<file path="src/rtl/encrypt.sv">
// LWE encryption front end: walks all BIG_N public-key samples in constant time and
// accumulates the subset-selected (a_i, b_i) into the ciphertext pair modulo q.
module encrypt #(
    parameter int PLAINTEXT_MODULUS  = 64,
    parameter int PLAINTEXT_WIDTH    = 6,
    parameter int CIPHERTEXT_MODULUS = 1024,
    parameter int CIPHERTEXT_WIDTH   = 10,
    parameter int BIG_N              = 30,
    parameter int ADDR_WIDTH         = 5
) (
    input  logic                               clk,
    input  logic                               rst_n,
    input  logic                               in_valid,
    output logic                               in_ready,
    input  logic [PLAINTEXT_WIDTH-1:0]         plaintext,
    input  logic [BIG_N-1:0]                   subset_mask,
    output logic                               pk_rd_en,
    output logic [ADDR_WIDTH-1:0]              pk_addr,
    input  logic [CIPHERTEXT_WIDTH-1:0]        pk_a,
    input  logic [CIPHERTEXT_WIDTH-1:0]        pk_b,
    output logic                               out_valid,
    input  logic                               out_ready,
    output logic signed [CIPHERTEXT_WIDTH-1:0] cipher_text_top,
    output logic signed [CIPHERTEXT_WIDTH-1:0] cipher_text_bot,
    output logic                               busy
);
    // state | meaning
    // IDLE  | waiting for a request, in_ready high
    // ISSUE | one public-key read per cycle, indices 0..BIG_N-1
    // DRAIN | last read returns, final accumulate, capture result
    // OUT   | ciphertext presented until out_ready
    localparam logic [1:0] S_IDLE  = 2'd0;
    localparam logic [1:0] S_ISSUE = 2'd1;
    localparam logic [1:0] S_DRAIN = 2'd2;
    localparam logic [1:0] S_OUT   = 2'd3;

    localparam int CW = CIPHERTEXT_WIDTH;
    localparam int PW = PLAINTEXT_WIDTH;
    localparam logic [ADDR_WIDTH-1:0] LAST_ADDR = ADDR_WIDTH'(BIG_N - 1);

    if (PLAINTEXT_MODULUS != (1 << PLAINTEXT_WIDTH) ||
        CIPHERTEXT_MODULUS != (1 << CIPHERTEXT_WIDTH) ||
        PLAINTEXT_WIDTH >= CIPHERTEXT_WIDTH ||
        (1 << ADDR_WIDTH) < BIG_N) begin : g_bad_params
        $error("encrypt: inconsistent parameters");
    end

    logic [1:0]          state;
    logic [BIG_N-1:0]    mask;
    logic [CW-1:0]       acc_top;
    logic [CW-1:0]       acc_bot;
    logic [CW-1:0]       acc_top_nxt;
    logic [CW-1:0]       acc_bot_nxt;
    logic                rd_pend;
    logic [ADDR_WIDTH-1:0] rd_idx;
    logic [CW-1:0]       ct_top;
    logic [CW-1:0]       ct_bot;

    // Data for the read issued last cycle is on pk_a/pk_b now; rd_pend/rd_idx track it.
    always_comb begin
        acc_top_nxt = acc_top;
        acc_bot_nxt = acc_bot;
        if (rd_pend && mask[rd_idx]) begin
            acc_top_nxt = acc_top + pk_b;
            acc_bot_nxt = acc_bot + pk_a;
        end
    end

    always_ff @(posedge clk or negedge rst_n) begin
        if (!rst_n) begin
            state    <= S_IDLE;
            mask     <= '0;
            acc_top  <= '0;
            acc_bot  <= '0;
            rd_pend  <= 1'b0;
            rd_idx   <= '0;
            pk_rd_en <= 1'b0;
            pk_addr  <= '0;
            ct_top   <= '0;
            ct_bot   <= '0;
        end else begin
            rd_pend <= pk_rd_en;
            rd_idx  <= pk_addr;
            case (state)
                S_IDLE: begin
                    if (in_valid) begin
                        mask     <= subset_mask;
                        acc_top  <= {plaintext, {(CW - PW){1'b0}}};
                        acc_bot  <= '0;
                        pk_rd_en <= 1'b1;
                        pk_addr  <= '0;
                        state    <= S_ISSUE;
                    end
                end
                S_ISSUE: begin
                    acc_top <= acc_top_nxt;
                    acc_bot <= acc_bot_nxt;
                    if (pk_addr == LAST_ADDR) begin
                        pk_rd_en <= 1'b0;
                        pk_addr  <= '0;
                        state    <= S_DRAIN;
                    end else begin
                        pk_addr <= pk_addr + ADDR_WIDTH'(1);
                    end
                end
                S_DRAIN: begin
                    acc_top <= acc_top_nxt;
                    acc_bot <= acc_bot_nxt;
                    ct_top  <= acc_top_nxt;
                    ct_bot  <= acc_bot_nxt;
                    state   <= S_OUT;
                end
                default: begin
                    if (out_ready) state <= S_IDLE;
                end
            endcase
        end
    end

    assign in_ready        = (state == S_IDLE);
    assign busy            = (state != S_IDLE);
    assign out_valid       = (state == S_OUT);
    assign cipher_text_top = ct_top;
    assign cipher_text_bot = ct_bot;

endmodule

</file>
<file path="config.mk">
export PLATFORM = sky130hd
export DESIGN_NAME = encrypt
export DESIGN_NICKNAME = d
export VERILOG_FILES = /design/src/rtl/encrypt.sv
export SDC_FILE = /design/constraint.sdc
export NUM_CORES = 1
export LEC_CHECK = 0
export ABC_CLOCK_PERIOD_IN_PS = 3550
export CELL_PAD_IN_SITES_DETAIL_PLACEMENT = 1
export CELL_PAD_IN_SITES_GLOBAL_PLACEMENT = 1
export CORE_ASPECT_RATIO = 0.5
export CORE_MARGIN = 3
export CORE_UTILIZATION = 44
export CTS_CLUSTER_DIAMETER = 100
export DETAILED_ROUTE_END_ITERATION = 12
export PLACE_DENSITY_LB_ADDON = 0.25
export SLEW_MARGIN = 20
export SYNTH_ARGS = -nofsm -noshare
export SYNTH_HDL_FRONTEND = slang
export SYNTH_SLANG_ARGS = --single-unit
</file>
<file path="constraint.sdc">
create_clock -name clk -period 3.55 [get_ports clk]
set_input_delay 0.5325 -clock clk [delete_from_list [all_inputs] [get_ports clk]]
set_output_delay 0.5325 -clock clk [all_outputs]
set_load 0.01 [all_outputs]
</file>
# Word-level counts from Yosys, hierarchy flattened
# Cells that the tools add are included.
# Widths: inputs -> output; s select.
[totals] regBits=84 in_bits=60 out_inout_bits=29 wordCells=50
[classes] add_sub_neg=3 n_lt_le_gt_ge=1 n_eq_ne=6 muxes=18 n_reduce_logical=12
[op_table] operator="$mux 10" count=4
[op_table] operator="$pmux 10 s2" count=2
[op_table] operator="$add 10x10->10" count=2
[op_table] operator="$mux 5" count=2
[op_table] operator="$pmux 5 s2" count=1
[op_table] operator="$lt 5x6->1 const B" count=1
[op_table] operator="$mux 2" count=3
[op_table] operator="$pmux 2 s3" count=1
[op_table] operator="$reduce_and 2->1" count=3
[op_table] operator="$reduce_and 3->1" count=2
[op_table] operator="$reduce_bool 2->1" count=3
[op_table] operator="$add 5x1->5 const B" count=1
[op_table] operator="$bmux 1 s5" count=1
[op_table] operator="$eq 5x5->1 const B" count=1
[op_table] operator="$eq 2x2->1 const B" count=2
[op_table] operator="$ne 2x2->1 const B" count=2
[op_table] operator="$reduce_bool 4->1" count=1
[op_table] operator="$mux 1" count=3
[op_table] operator="$eq 2x1->1 const B" count=1
[op_table] operator="$logic_not 2->1" count=1
[op_table] operator="$pmux 1 s2" count=1
[op_table] operator="$reduce_or 2->1" count=1
[op_table] operator="$logic_and 1x1->1" count=1

# Logic depth before layout (Yosys ltp)
# Gate-level depths: netlist of the first run.
[depth] ltp_word=5 ltp_mapped=9 mapped_depth_nobuf=8

# Least setup slack after synthesis of the first run
# Ideal clock, no wire load.
[synth_path] path_kind="register to register" start="reg rd_idx[0]" end="reg acc_bot[2]" setup_time_ns=0.120 t_arrival_ns=2.135 required_ns=3.430 setup_slack_ns=1.295 stages_incl_launch_ff=8 path_buffers=2 period_less_slack_ns=2.255 cell_sequence="dfrtp_1 -> buf_6 -> mux4_2 -> mux4_2 -> a31oi_4 -> buf_6 -> nor2_1 -> a31o_1"
[synth_between] elab_chain_len=5
[synth_rtl] item="from (decl)" line="55" text="logic [ADDR_WIDTH-1:0] rd_idx;"
[synth_rtl] item="from (signal assigned)" line="83" text="rd_idx <= pk_addr;"
[synth_rtl] item="$bmux 1 s5" line="63" text="if (rd_pend && mask[rd_idx]) begin"
[synth_rtl] item="$mux 1 (not written as such)" line="63"
[synth_rtl] item="$logic_and 1x1->1" line="63"
[synth_rtl] item="$mux 10" line="63"
[synth_rtl] item="$pmux 10 s2" line="84" text="case (state)"
[synth_rtl] item="to (signal assigned)" line="97" text="acc_bot <= acc_bot_nxt;"
[synth_rtl] item="to (signal assigned)" line="108" text="acc_bot <= acc_bot_nxt;"
[synth_rtl] item="to (decl)" line="51" text="logic [CW-1:0] acc_bot;"
# Every way passes these cells. The select of a mux whose other input is x is not followed.
# A chain may end at the register's enable or synchronous reset.

# Final worst setup path of the first run
[layout_path] start="reg rd_idx[0]" end="reg acc_bot[4]"
# The elaborated chain is that of the path after synthesis.

==> metrics, run 1 <==
Cell Area, Synth 4711 um^2; # rows 26; # diodes 0; CP most frequent cell mux4_2; drt pass-1 iters 4; Worst Max-Slew Pin Slew 0.7702 ns; Mapped Cells 466; Wirelength per Cell 18.82 um; leak pwr 2.550 nW; Via density 5.630; Final Instance Area 6035 um^2; clk_skew 0.005317 ns; DRC viols 0; hold buffers post-CTS 0; Die X 152.3 um; fin crit share 82.32%; dpl hpwl 9.229 mm; GP Congestion 0.8591; Worst EP arrival 3.18 ns; Post-synth EDFFs 0; RSZ-0062 raised after global routing false; TritonCTS clock tree yes; overall die height 79.17 um; H-tree levels 3; initial cell density of the core 45.68%; post-layout min period 2.922 ns; Ports 89; Setup TNS 0 ns; largest net degree at the start of global routing 36; Critical Path Sink Type register; crit-path max FO 17; Sink Count 84; register area share after synthesis 44.62%; Final setup viols 0; Max VDD drop 0.3837 mV; Synth async-reset ratio 100.0%; Post-DRT Antenna Nets 0; fmax 0.3422 GHz; max_cap viols 0; Primary FF master, synth dfrtp_1; area delta synth->final 28.10%; vias in the first global route 4,277; Core ar. 10,310 um^2; Root Driver clkbuf_16; Synthesis Warnings 0; CTS clk-pin slew, worst paths 0.07 ns; initial antenna violation count 0; die area 12,060 um^2; Post-Syn Nets 552; Synth Area per Inst 10.11 um^2; area leader, netlist dfrtp_1; Slew headroom 48.31%; GRT Total Usage 22.64%; clock latency on the worst-skew pair 0.34 ns; first-pass GRT wire length 21.78 mm; via count 3,913; Crit path max-delay family multiplexers; largest stage delay on the critical path 0.58 ns; CTS max path bufs 2; Netlist cell types 57; Worst Hold Class primary input to asynchronous set/reset pin; share of cells above drive strength 1 7.928%; Final Max Slew Viols 0; grt total ovfl 0; IO buf count 88; startpoint types register; PD cells 941.5 nW/um^2; Num CTS Buffers 9; Final Hold Vio Count 0; CP required 3.80 ns; total wire length 13.08 mm; ranking of synthesized cells by area dfrtp_1 45%, ha_1 6.4%, mux2_1 5.7%; post-CTS sizing 0; worst-path cell chain mux4_2 > mux4_2 > a31oi_4 > buf_4 > nand2_1 > o221ai_1; status finished clean; Synth Register Bits 84; critical path buffer and inverter count 1; post-synth top area share 44.62%; Post-CTS Setup Bufs 0; placed cell areas 5709 um^2; DRT iter0 DRCs 144; nets 636; CP max stage cell dfrtp_1; Worst Setup Path Type register to register
[report_power, final]
part,switching [mW],total (mW),internal [mW],leakage [nW]
clock,0.403,1.03,0.625,0.155
combinational,1.66,2.94,1.28,1.37
sequential,0.326,1.71,1.39,1.02
total,2.39,5.68,3.29,2.55
[flip-flops by register name, summed over array words and instances, names as in the netlist, 2 cells and up]
signal	cells
acc_top	10
cipher_text_top	10
rd_idx	5
pk_addr	5
acc_bot	10
cipher_text_bot	10
state	2
mask	30
[logic make-up (layout without fill, tap and decap cells)]
group	Yosys count	in the layout	share of synthesized area [%]
mux	44	44	12.03
fa+ha+maj	26	26	7.225
compound gates	97	97	14.45
flops	84	84	44.62
buf+inv	39	128	3.798
xor+xnor	15	15	2.789
simple gates	161	161	15.09
[metal layers]
metal	wire, um	track usage (%)
met5	0	0
met3	435	5.498
met2	6459	40.49
met4	127	4.933
met1	6056	28.23
[Yosys cell counts, types with 5 or more instances]
cell      number
mux4_2         7
inv_1         15
mux2i_1        6
o21ai_0       10
o21ai_1       11
dfrtp_1       84
o31ai_1        6
a31oi_1       19
xnor2_1       10
clkbuf_1      14
nor3_1         9
mux2_1        24
mux2_2         7
ha_1          24
nand3_1       23
xor2_1         5
nor2_1        39
nand2_1       67
a21oi_1       10
[worst paths after layout]
path	from	endpoint	slack (ns)	cells after the start
worst max-delay path	rd_idx[0]$_DFF_PN0_	acc_bot[4]$_DFFE_PN0P_	0.63	6
worst min register to register	pk_rd_en$_DFFE_PN0P_	rd_pend$_DFF_PN0_	0.44	0
worst min-delay path	rst_n	mask[10]$_DFFE_PN0P_	0.06	1
min in group clk	pk_rd_en$_DFFE_PN0P_	rd_pend$_DFF_PN0_	0.44	0
max in group asynchronous	rst_n	cipher_text_top[7]$_DFFE_PN0P_	2.70	2
worst max register to register	rd_idx[0]$_DFF_PN0_	acc_bot[4]$_DFFE_PN0P_	0.63	6
[cells in the final DEF (no fill, tap or decap), types with 9 or more instances in the layout]
| cell type | Yosys | routed |
|---|---|---|
| xnor2_1 | 10 | 10 |
| a31oi_1 | 19 | 19 |
| ha_1 | 24 | 24 |
| nor3_1 | 9 | 9 |
| clkdlybuf4s50_1 | 0 | 87 |
| mux2_1 | 24 | 24 |
| dfrtp_1 | 84 | 84 |
| nand3_1 | 23 | 23 |
| buf_4 | 0 | 10 |
| o21ai_1 | 11 | 11 |
| clkbuf_16 | 0 | 9 |
| nand2_1 | 67 | 67 |
| inv_1 | 15 | 15 |
| a21oi_1 | 10 | 10 |
| nor2_1 | 39 | 39 |
| o21ai_0 | 10 | 10 |
[through the flow]
step | std cells | utilization [%] | total power, mW | hold slack [ns] | setup WS, ns
finish | 695 | 58.52 | 5.682 | 0.06310 | 0.6276
detailed placement | 679 | 55.36 | 4.660 | 0.4252 | 0.5638
CTS | 695 | 58.52 | 5.730 | 0.06178 | 0.6313
global placement | 679 | 55.36 | 4.536 | 0.4171 | 0.6590
floorplan | 466 | - | 3.640 | 0.2369 | 1.295
global route | 695 | 58.52 | 6.119 | 0.06605 | 0.4816
[cell type report]
| type | instances | area (um^2) |
|---|---|---|
| repair buffers | 97 | 945.9 |
| well taps | 140 | 175.2 |
| multi-input cells | 343 | 2430 |
| clock buffers | 10 | 229.0 |
| fillers | 1108 | 4278 |
| flip-flops and latches | 84 | 2102 |
| inverters | 15 | 56.30 |
| clock inverters | 6 | 96.34 |
(Power assumes the default switching activity.)
==> run 2, diff against run 1 <==
ABC_CLOCK_PERIOD_IN_PS = 3100   (was 3550)
CORE_UTILIZATION = 41   (was 44)
clock period = 3.1 ns   (was 3.55 ns; I/O delays follow)
==> run 2 against run 1 <==
Net effect: count of clock-buffer cells in the layout decreased by 1; non-clock buffer count is 8 higher; sequential power grew 16%; sequential cell count stayed put; largest power group unchanged; die area grew 6.9%; final cell count up 1.2%; wire length rose by 2.1%; sequential share of layout area is 0.31 points lower; setup slack got worse by 0.35 ns; clock power is 9.7% higher.
==> metrics, run 2 (synthesized netlist as in run 1, its figures left out) <==
status finished clean; TritonCTS clock tree yes; vias in the first global route 4,158; worst reg-to-reg path cell count 6; CTS clk-pin slew, worst paths 0.07 ns; CP required 3.35 ns; RSZ-0062 raised after global routing false; Slew headroom 50.94%; clock latency on the worst-skew pair 0.35 ns; grt total ovfl 0; die area 12,890 um^2; max_cap viols 0; fin crit share 91.00%; # rows 26; CTS max path bufs 2; top sig layer met4; share of cells above drive strength 1 9.414%; leak pwr 2.584 nW; PD cells 1081 nW/um^2; initial cell density of the core 44.01%; placed cell areas 5782 um^2; Post-CTS Setup Bufs 0; startpoint types register; leading cell types in the layout, fill and taps excluded 87 x clkdlybuf4s50_1, 84 x dfrtp_1, 67 x nand2_1; number of flip-flops in the largest register 30; Wirelength per Cell 19.00 um; routed length on met1 6.202 mm; # diodes 0; post-layout min period 2.821 ns; post-CTS sizing 0; Core ar. 10,700 um^2; Fill cells 1,176; total wire length 13.36 mm; first-pass GRT wire length 21.67 mm; commonest non-fill, non-tap cell in the layout clkdlybuf4s50_1; Worst EP arrival 3.07 ns; Worst Hold Class primary input to asynchronous set/reset pin; Critical Path Sink Type register; Die X 157.6 um; Final Instance Area 6088 um^2; clk_skew 0.006747 ns; most flop-heavy register mask; Final Max Slew Viols 0; DRC viols 0; via count 3,922; hold_ws 0.07586 ns; H-tree levels 3; reg-to-reg startpoint rd_idx[0]$_DFF_PN0_; IO buf count 88; Sink Count 84; Max VDD drop 0.4179 mV; Root Driver clkbuf_16; dpl hpwl 9.861 mm; overall die height 81.80 um; Worst Setup Path Type register to register; hold buffers post-CTS 0; GP Congestion 0.8412; drt pass-1 iters 4; Met2 Wirelength 6.339 mm; area delta synth->final 29.24%; DRT iter0 DRCs 153; Ports 89; metal3 WL 683 um; crit path from rd_idx[0]$_DFF_PN0_; Via density 5.579; Setup TNS 0 ns; Num CTS Buffers 9; crit-path max FO 17; nets 644; Final Hold Vio Count 0; Worst Max-Slew Pin Slew 0.7310 ns; largest net degree at the start of global routing 49; Post-DRT Antenna Nets 0; Final setup viols 0; GRT Total Usage 21.77%; initial antenna violation count 0; fmax 0.3545 GHz
## run 2: cell types whose count changed in the layout (fill, tap and decap cells not counted)
cell / delta
inv_8: +1
buf_4: +7
clkbuf_1: -1
bufinv_16: -1
buf_12: +1
clkinvlp_4: +1
clkinv_2: +1
clkinv_4: -1
## run 2: routing by layer
metal  vias to the layer above  track usage [%]
met2                        79            37.22
met5                         -                0
met4                         0            4.502
met3                        12            5.632
li1                       1881                -
met1                      1950            28.39
## run 2: final timing paths
check | slack, ns | to
max reg2reg | 0.28 | acc_bot[5]$_DFFE_PN0P_
min in group clk | 0.44 | rd_pend$_DFF_PN0_
min | 0.08 | rd_idx[3]$_DFF_PN0_
max in group asynchronous | 2.38 | cipher_text_bot[5]$_DFFE_PN0P_
min reg2reg | 0.44 | rd_pend$_DFF_PN0_
max | 0.28 | acc_bot[5]$_DFFE_PN0P_
## run 2: report_power, final
part	internal (mW)	total (mW)	leakage (nW)	switching (mW)
combinational	1.56	3.47	1.41	1.92
sequential	1.59	1.98	1.02	0.390
clock	0.637	1.13	0.146	0.488
## run 2: area by class of cell
cell class / count / area, um^2 / area share [%]
Multi-Input combinational cell: 343 / 2430 / 39.91
Sequential cell: 84 / 2102 / 34.53
Timing Repair Buffer: 105 / 1018 / 16.73
Clock buffer: 9 / 225.2 / 3.699
Tap cell: 140 / 175.2 / 2.877
Clock inverter: 7 / 81.33 / 1.336
Inverter: 15 / 56.30 / 0.9248
## run 2: stage by stage
stage	power (mW)	utilization, %	instances	setup slack, ns
after floorplan	4.168	-	466	0.8453
after CTS	6.629	56.89	703	0.2658
after global routing	7.086	56.89	703	0.1206
final	6.580	56.89	703	0.2789
after detailed placement	5.477	54.02	687	0.2205
after global placement	5.329	54.02	687	0.3006
## run 2: critical path, stage by stage (launching register included)
cell	delay (ns)
dfrtp_1	0.57
mux4_2	0.55
mux4_2	0.52
a31oi_4	0.52
buf_4	0.27
nand2_1	0.09
o221ai_1	0.20
